[config.mk]
export PLATFORM = sky130hd
export DESIGN_NAME = battle_front_sched
export DESIGN_NICKNAME = d
export VERILOG_FILES = /design/src/rtl/battle_front_sched_pkg.sv /design/src/rtl/battle_front_sched_arb.sv /design/src/rtl/battle_front_sched.sv
export SDC_FILE = /design/constraint.sdc
export NUM_CORES = 1
export LEC_CHECK = 0
export ABC_AREA = 1
export ABC_CLOCK_PERIOD_IN_PS = 3350
export CORE_UTILIZATION = 55
export CTS_CLUSTER_SIZE = 14
export DETAILED_ROUTE_END_ITERATION = 6
export DONT_BUFFER_PORTS = 1
export GPL_TIMING_DRIVEN = 0
export PLACE_DENSITY_LB_ADDON = 0.2
export SLEW_MARGIN = 20
export SYNTH_ARGS = -nofsm -noshare
export SYNTH_HDL_FRONTEND = slang
export SYNTH_SLANG_ARGS = --single-unit
export TNS_END_PERCENT = 20
[constraint.sdc]
create_clock -name clk -period 3.35 [get_ports clk]
set_input_delay 0.335 -clock clk [delete_from_list [all_inputs] [get_ports clk]]
set_output_delay 0.335 -clock clk [all_outputs]
set_load 0.01 [all_outputs]
[src/rtl/battle_front_sched_pkg.sv]
// Shared definitions for the BattleFront scheduler: FSM states, source IDs
// and the default geometry/timeout used by the top-level parameters.
package battle_front_sched_pkg;

  // Default battlefield location width.
  localparam int LOC_W_DEF = 9;

  // Default number of WAIT cycles before a run is aborted.
  localparam int TIMEOUT_CYC_DEF = 64;

  // Scheduler FSM states.
  typedef enum logic [2:0] {
    ST_IDLE   = 3'd0,
    ST_LAUNCH = 3'd1,
    ST_WAIT   = 3'd2,
    ST_ACK    = 3'd3,
    ST_REPORT = 3'd4
  } state_t;

  // Source IDs. The one-hot select from the arbiter uses the same bit
  // positions: bit 0 tick, bit 1 client 0, bit 2 client 1.
  typedef enum logic [1:0] {
    SRC_TICK = 2'd0,
    SRC_C0   = 2'd1,
    SRC_C1   = 2'd2
  } src_t;

  // Convert a one-hot arbiter select into a source ID.
  function automatic src_t selToSrc(input logic [2:0] sel);
    src_t src;
    if (sel[2]) begin
      src = SRC_C1;
    end else if (sel[1]) begin
      src = SRC_C0;
    end else begin
      src = SRC_TICK;
    end
    return src;
  endfunction

endpackage

[src/rtl/battle_front_sched_arb.sv]
// Two-client round-robin arbiter with tick override. Produces a one-hot
// source select every cycle and advances its pointer when a run reports.
module front_sched_arb
  import battle_front_sched_pkg::*;
(
  input  logic       clk,
  input  logic       rst,
  input  logic       tickReq,
  input  logic       req0,
  input  logic       req1,
  input  logic       update,
  input  logic [1:0] updateSrc,
  output logic [2:0] sel
);

  // 0: client 0 wins a tie, 1: client 1 wins a tie.
  logic rrPtr;

  // Select: tick beats both clients, then round-robin between clients.
  always_comb begin
    // NOTE: every output of a combinational block gets a default first so no latch is inferred.
    sel = 3'b000;
    if (tickReq) begin
      sel = 3'b001;
    end else if (req0 && (!req1 || !rrPtr)) begin
      sel = 3'b010;
    end else if (req1) begin
      sel = 3'b100;
    end
  end

  // Pointer update: the client just served loses the next tie.
  always_ff @(posedge clk) begin
    // NOTE: sequential state uses non-blocking assignments so every flop samples pre-edge values.
    if (!rst) begin
      rrPtr <= 1'b0;
    end else if (update) begin
      if (updateSrc == SRC_C0) begin
        rrPtr <= 1'b1;
      end else if (updateSrc == SRC_C1) begin
        rrPtr <= 1'b0;
      end
    end
  end

endmodule

[src/rtl/battle_front_sched.sv]
// BattleFront scheduler: serves a periodic tick refresh and two clients,
// one BattleFront run at a time, and reports captured fronts and errors.
module battle_front_sched
  import battle_front_sched_pkg::*;
#(
  parameter int TIMEOUT_CYC = TIMEOUT_CYC_DEF,
  parameter int LOC_W       = LOC_W_DEF
) (
  input  logic             clk,
  input  logic             rst,
  input  logic             tick,
  input  logic             req0,
  input  logic             req1,
  input  logic             bf_done,
  input  logic [LOC_W-1:0] bf_friendly_front,
  input  logic [LOC_W-1:0] bf_enemy_front,
  output logic             bf_start,
  output logic             bf_ack,
  output logic             gnt_tick,
  output logic             gnt0,
  output logic             gnt1,
  output logic [LOC_W-1:0] friendly_front,
  output logic [LOC_W-1:0] enemy_front,
  output logic             busy,
  output logic             timeout_err,
  output logic             tick_overrun
);

  localparam int CNT_W = (TIMEOUT_CYC > 1) ? $clog2(TIMEOUT_CYC) : 1;
  localparam logic [CNT_W-1:0] CNT_LAST = CNT_W'(TIMEOUT_CYC - 1);

  state_t           state;
  state_t           stateNext;
  src_t             servedSrc;
  logic             tickPend;
  logic [CNT_W-1:0] waitCnt;
  logic [2:0]       sel;
  logic             tickReq;
  logic             reqLive0;
  logic             reqLive1;
  logic             reporting;
  logic             waitExit;

  // A tick arriving this cycle is already a pending refresh for IDLE.
  assign tickReq = tickPend | tick;

  // The grant pulse is registered out of REPORT, so during that pulse the
  // client still holds its old request; mask it so it is not served twice.
  assign reqLive0 = req0 & ~gnt0;
  assign reqLive1 = req1 & ~gnt1;

  assign reporting = (state == ST_REPORT);
  assign waitExit  = bf_done || (waitCnt == CNT_LAST);

  front_sched_arb u_arb (
    .clk       (clk),
    .rst       (rst),
    .tickReq   (tickReq),
    .req0      (reqLive0),
    .req1      (reqLive1),
    .update    (reporting),
    .updateSrc (servedSrc),
    .sel       (sel)
  );

  // State register.
  always_ff @(posedge clk) begin
    if (!rst) begin
      state <= ST_IDLE;
    end else begin
      state <= stateNext;
    end
  end

  // Next-state logic and the Moore pulses to BattleFront.
  always_comb begin
    stateNext = state;
    bf_start  = 1'b0;
    bf_ack    = 1'b0;
    busy      = (state != ST_IDLE);
    case (state)
      ST_IDLE: begin
        if (|sel) begin
          stateNext = ST_LAUNCH;
        end
      end
      ST_LAUNCH: begin
        bf_start  = 1'b1;
        stateNext = ST_WAIT;
      end
      ST_WAIT: begin
        if (waitExit) begin
          stateNext = ST_ACK;
        end
      end
      ST_ACK: begin
        bf_ack    = 1'b1;
        stateNext = ST_REPORT;
      end
      ST_REPORT: begin
        stateNext = ST_IDLE;
      end
      default: begin
        stateNext = ST_IDLE;
      end
    endcase
  end

  // Run datapath: served source, WAIT counter, fronts, timeout and grants.
  always_ff @(posedge clk) begin
    if (!rst) begin
      servedSrc      <= SRC_TICK;
      waitCnt        <= '0;
      friendly_front <= '0;
      enemy_front    <= '0;
      timeout_err    <= 1'b0;
      gnt_tick       <= 1'b0;
      gnt0           <= 1'b0;
      gnt1           <= 1'b0;
    end else begin
      gnt_tick <= 1'b0;
      gnt0     <= 1'b0;
      gnt1     <= 1'b0;
      case (state)
        ST_IDLE: begin
          if (|sel) begin
            servedSrc <= selToSrc(sel);
          end
        end
        ST_LAUNCH: begin
          waitCnt <= '0;
        end
        ST_WAIT: begin
          // Done on the limit cycle still counts as a successful capture.
          if (bf_done) begin
            friendly_front <= bf_friendly_front;
            enemy_front    <= bf_enemy_front;
          end else if (waitCnt == CNT_LAST) begin
            timeout_err <= 1'b1;
          end else begin
            waitCnt <= waitCnt + 1'b1;
          end
        end
        ST_REPORT: begin
          case (servedSrc)
            SRC_TICK: gnt_tick <= 1'b1;
            SRC_C0:   gnt0     <= 1'b1;
            SRC_C1:   gnt1     <= 1'b1;
            default:  gnt_tick <= 1'b0;
          endcase
        end
        default: begin
          waitCnt <= waitCnt;
        end
      endcase
    end
  end

  // Tick bookkeeping: a new tick always wins over the REPORT clear, and a
  // tick on top of an unserved one flags an overrun.
  always_ff @(posedge clk) begin
    if (!rst) begin
      tickPend     <= 1'b0;
      tick_overrun <= 1'b0;
    end else if (tick) begin
      tickPend <= 1'b1;
      if (tickPend) begin
        tick_overrun <= 1'b1;
      end
    end else if (reporting && (servedSrc == SRC_TICK)) begin
      tickPend <= 1'b0;
    end
  end

endmodule

Word level (Yosys, flattened, before mapping):

Index checks and enable logic that the tools add are counted.

* flip-flop bits (word level): 36
* bits of input ports: 24
* logic and storage cells: 71

* add/sub/neg operators: 1
* eq/ne operators: 11
* mux-type cells: 20
* bitwise logic cells: 6
* reduce and logical (&&, ||, !) cells: 21

Operators by type and width (number)
* $mux W3: 5
* $mux W6: 2
* $pmux W3 S4: 1
* $pmux W6 S2: 1
* $reduce_and A2 Y1: 6
* $mux W1: 10
* $ne A2 B2 Y1 const B: 4
* $add A6 B1 Y6 const B: 1
* $eq A3 B2 Y1 const B: 2
* $eq A6 B6 Y1 const B: 1
* $reduce_and A3 Y1: 2
* $reduce_bool A2 Y1: 3
* $eq A3 B1 Y1 const B: 1
* $eq A3 B3 Y1 const B: 1
* $logic_not A3 Y1: 1
* $not A1 Y1: 3
* $reduce_bool A3 Y1: 1
* $reduce_or A3 Y1: 1
* $and A1 B1 Y1: 2
* $eq A2 B1 Y1 const B: 1
* $eq A2 B2 Y1 const B: 1
* $logic_and A1 B1 Y1: 2
* $logic_not A1 Y1: 2
* $logic_not A2 Y1: 1
* 3 further kinds: 4

Depth between registers and ports, before layout:

* depth after elaboration: 10
* depth in mapped cells: 9
* mapped depth without buffers: 9

Hierarchy:

From an unflattened synthesis, not the netlist that was laid out.

* cells, all modules: 209
* area, all modules: 1584.0 sq um

By module, submodules not included
* battle_front_sched: instances 1, cells each 194, area an instance 1486.4 sq um, sequential area each 700.7 sq um
* front_sched_arb: instances 1, cells each 15, area an instance 97.6 sq um, sequential area each 20.0 sq um

Least setup slack after synthesis:

Ideal clock, no wire load.

* path kind: register -> register
* from: reg waitCnt[0]
* to: reg waitCnt[0]
* library setup time: 118 ps
* arrival: 1121 ps
* data required time: 3232 ps
* setup slack: 2111 ps
* cell stages (with the launch flop): 9
* buffers on the path: 0
* period minus slack after synthesis: 1239 ps
* path through: dfxtp_1 ha_1 nand3_2 clkinv_1 nand2_2 nand2_4 inv_2 o21ai_0 nor2_1

* cells in the longest elaborated chain, start to end: 4
* elaborated cells between the ends (all ways): 7

RTL lines
* start, declared: line battle_front_sched.sv:36 `logic [CNT_W-1:0] waitCnt;`
* start signal, assigned: line battle_front_sched.sv:141 `waitCnt <= waitCnt + 1'b1;`
* start signal, assigned: line battle_front_sched.sv:153 `waitCnt <= waitCnt;`
* $add A6 B1 Y6: line battle_front_sched.sv:141
* $mux W6: line battle_front_sched.sv:138 `end else if (waitCnt == CNT_LAST) begin`
* $mux W6: line battle_front_sched.sv:135 `if (bf_done) begin`
* $pmux W6 S2: line battle_front_sched.sv:124 `case (state)`

Parallel ways exist; a longest one is shown, timed or not. The select of a mux whose other input is x is not followed.
A chain may end at the register's enable or synchronous reset.

Worst setup path after layout:

* from: reg state[2]
* to: out bf_start

* cells in the longest elaborated chain, start to end: 2

RTL lines
* start, declared: line battle_front_sched.sv:32 `state_t state;`
* start signal, assigned: line battle_front_sched.sv:71 `state <= stateNext;`
* $eq A3 B1 Y1: line battle_front_sched.sv:81 `case (state)`
* $mux W1: line battle_front_sched.sv:81
* end, declared: line battle_front_sched.sv:17 `output logic bf_start,`

Every way passes these cells.

==> results.cfg <==
[status]
status = complete, no violations

[critical_path]
cp.required_ps = 3010
path_class = reg2out
cp-end-kind = output port
startpoint = state[2]
critPathArrivalTime_ps = 1290
worstSetupStartpointType = flip-flop
cp_max_fo = 7
timing.rr.start = waitCnt[0]

[clock_tree]
clkTransAtPathRegs_ps = 100
clk_latency_ps = 330
h-tree-depth = 2
clkSinkCount = 36
cts_buffers = 5
post_cts.repair.setup_buffers = 0
cts.path.max_buffers = 2
clock-root-buffer = clkbuf_4
hold_buffers = 0
cts_tree = done
post_cts_resized = 0

[final_layout]
area_growth_pct = 5.360
multi_input_area_um2 = 713.2
nets = 233
postLayoutCoreUtil_pct = 63.62
fillers = 221
final_cell_mix = nand2_1 (40), dfxtp_1 (36), nand3_1 (26), a21oi_1 (26), inv_1 (16)
layout_commonest_cell = nand2_1
drive_above_1_share_pct = 13.66
n_antenna_cell = 0
regArea_um2 = 720.7

[power_and_ir_drop]
max-vdd-ir-drop_mv = 0.3243
p_per_area_nw_per_um2 = 471.7
leakage_nw = 0.6344

[timing]
rsz0062_at_grt = no
finClkSkew_ps = 7.625
hold_viol_final = 0
setup_viol = 0
period_share_pct = 48.47
report.final.slew_viol_count = 0
max_slew.worst_pin.slew_ps = 342.5
relSlewSlack_pct = 76.99
final.setup.tns_ps = 0
max_freq_ghz = 0.6158
period_needed_ps = 1624

[route]
ant_nets = 0
drt-total-wl_um = 2989
wl_per_cell_um = 12.72
vias_per_cell = 5.468
dr_total_vias = 1285
drtPass1Iterations = 4
dr.first_iter.drc_count = 48
drc = 0

[floorplan]
initial_core_util_pct = 60.39
pin_count = 50
die_width_um = 55.33
dieArea_um2 = 3061
core_um2 = 2590
die_y_um = 55.33
rows = 18

[grt]
grt_max_degree = 11
grt_pass1_vias = 1182
grtUsageTotal_pct = 20.52
grt_overflow = 0
antenna_found_initial = 0
grt_pass1_wl_um = 4954

[synth]
synthAdderAreaFrac_pct = 3.200
syn_inst = 198
synth_simple_gate_area_share_pct = 30.08
seq_area_frac_synth_pct = 46.08
synth_fp_nets = 226
synth_top_family_by_area = simple AND/OR/NAND/NOR gates
async_flop_share_pct = 0
ys_ff_latch = 36
synth.area.mux_share_pct = 0
ys_warn_count = 0
synth_xor_area_share_pct = 0
synth-edff-count = 0
synth.distinct_cells = 30
synthFlopType = dfxtp_1
synth_compound_gate_area_share_pct = 12.32
synth.avg_cell_area_um2 = 7.899
synth.cell_area_um2 = 1564

[worst_hold_path]
hold_start = rst
worstHoldPathType = in2reg

[placed_design]
hpwl_um = 2311
gp_congestion = 0.8608
port-buffer-count = 0

[flow_run]
cap_violations = 0
## sequential cells by signal (all words and copies together) (netlist names)
| register | count |
|---|---|
| enemy_front | 9 |
| friendly_front | 9 |
| gnt0 | 1 |
| gnt1 | 1 |
| gnt_tick | 1 |
| servedSrc | 2 |
| state | 3 |
| tickPend | 1 |
| tick_overrun | 1 |
| timeout_err | 1 |
| u_arb.rrPtr | 1 |
| waitCnt | 6 |
## cells by family after synthesis
kind of cell	Yosys count
DFF	36
buffers and inverters	27
AOI/OAI and AO/OA	35
and+or+nand+nor	96
adders and majority gates	4
## synthesized netlist by cell type, types with 3 or more instances
library cell	count	area, um2
buf_2	3	15.01
inv_1	16	60.06
a21oi_1	26	130.1
nand3_1	26	130.1
dfxtp_1	36	720.7
ha_1	4	50.05
nand2_4	4	45.04
nand2_1	40	150.1
nor2_1	14	52.55
## metal layers
metal  vias up  GRT usage, %  wire, um
met5         -             0         0
met1       560         22.55      1272
li1        670             -         -
met2        45         35.46      1419
met4         0         9.643        78
met3        10         6.792       218
## final timing paths
kind | to | slack [ps] | cells past startpoint
max | bf_start | 1730 | 3
min reg2reg | u_arb.rrPtr | 470 | 2
max reg2reg | waitCnt[5] | 1920 | 8
min | waitCnt[5] | 120 | 2
## critical path, cell delays in order (launching register included)
cell and delay, ps:
dfxtp_1 430, inv_1 90, nand3_1 290, inv_1 140
## stage by stage
| stage | power (mW) | hold WS (ps) | setup slack [ps] | cells | instance area, um2 |
|---|---|---|---|---|---|
| 3_5_place_dp | 0.5749 | 453.6 | 1937 | 228 | 1602 |
| 3_3_place_gp | 0.5696 | 454.7 | 1987 | 228 | 1602 |
| 6_report | 0.7773 | 119.6 | 1726 | 235 | 1648 |
| 5_1_grt | 0.8112 | 119.0 | 1622 | 235 | 1648 |
| 2_1_floorplan | 0.5549 | 438.9 | 2111 | 198 | 1564 |
| 4_1_cts | 0.7839 | 108.3 | 1691 | 235 | 1648 |
## where the power goes
part | leakage [nW] | internal [mW] | switching, mW
clock network | 0.0281 | 0.0773 | 0.136
registers | 0.292 | 0.444 | 0.0182
logic | 0.314 | 0.0353 | 0.0662
## area by class of cell
type	instances	area share, %
Tap cell	30	2.278
Multi-Input combinational cell	135	43.28
Buffer	7	3.189
Sequential cell	36	43.74
Clock inverter	1	0.3037
Inverter	20	4.708
Clock buffer	6	2.506
No activity file was read; power rests on OpenSTA's default activity.
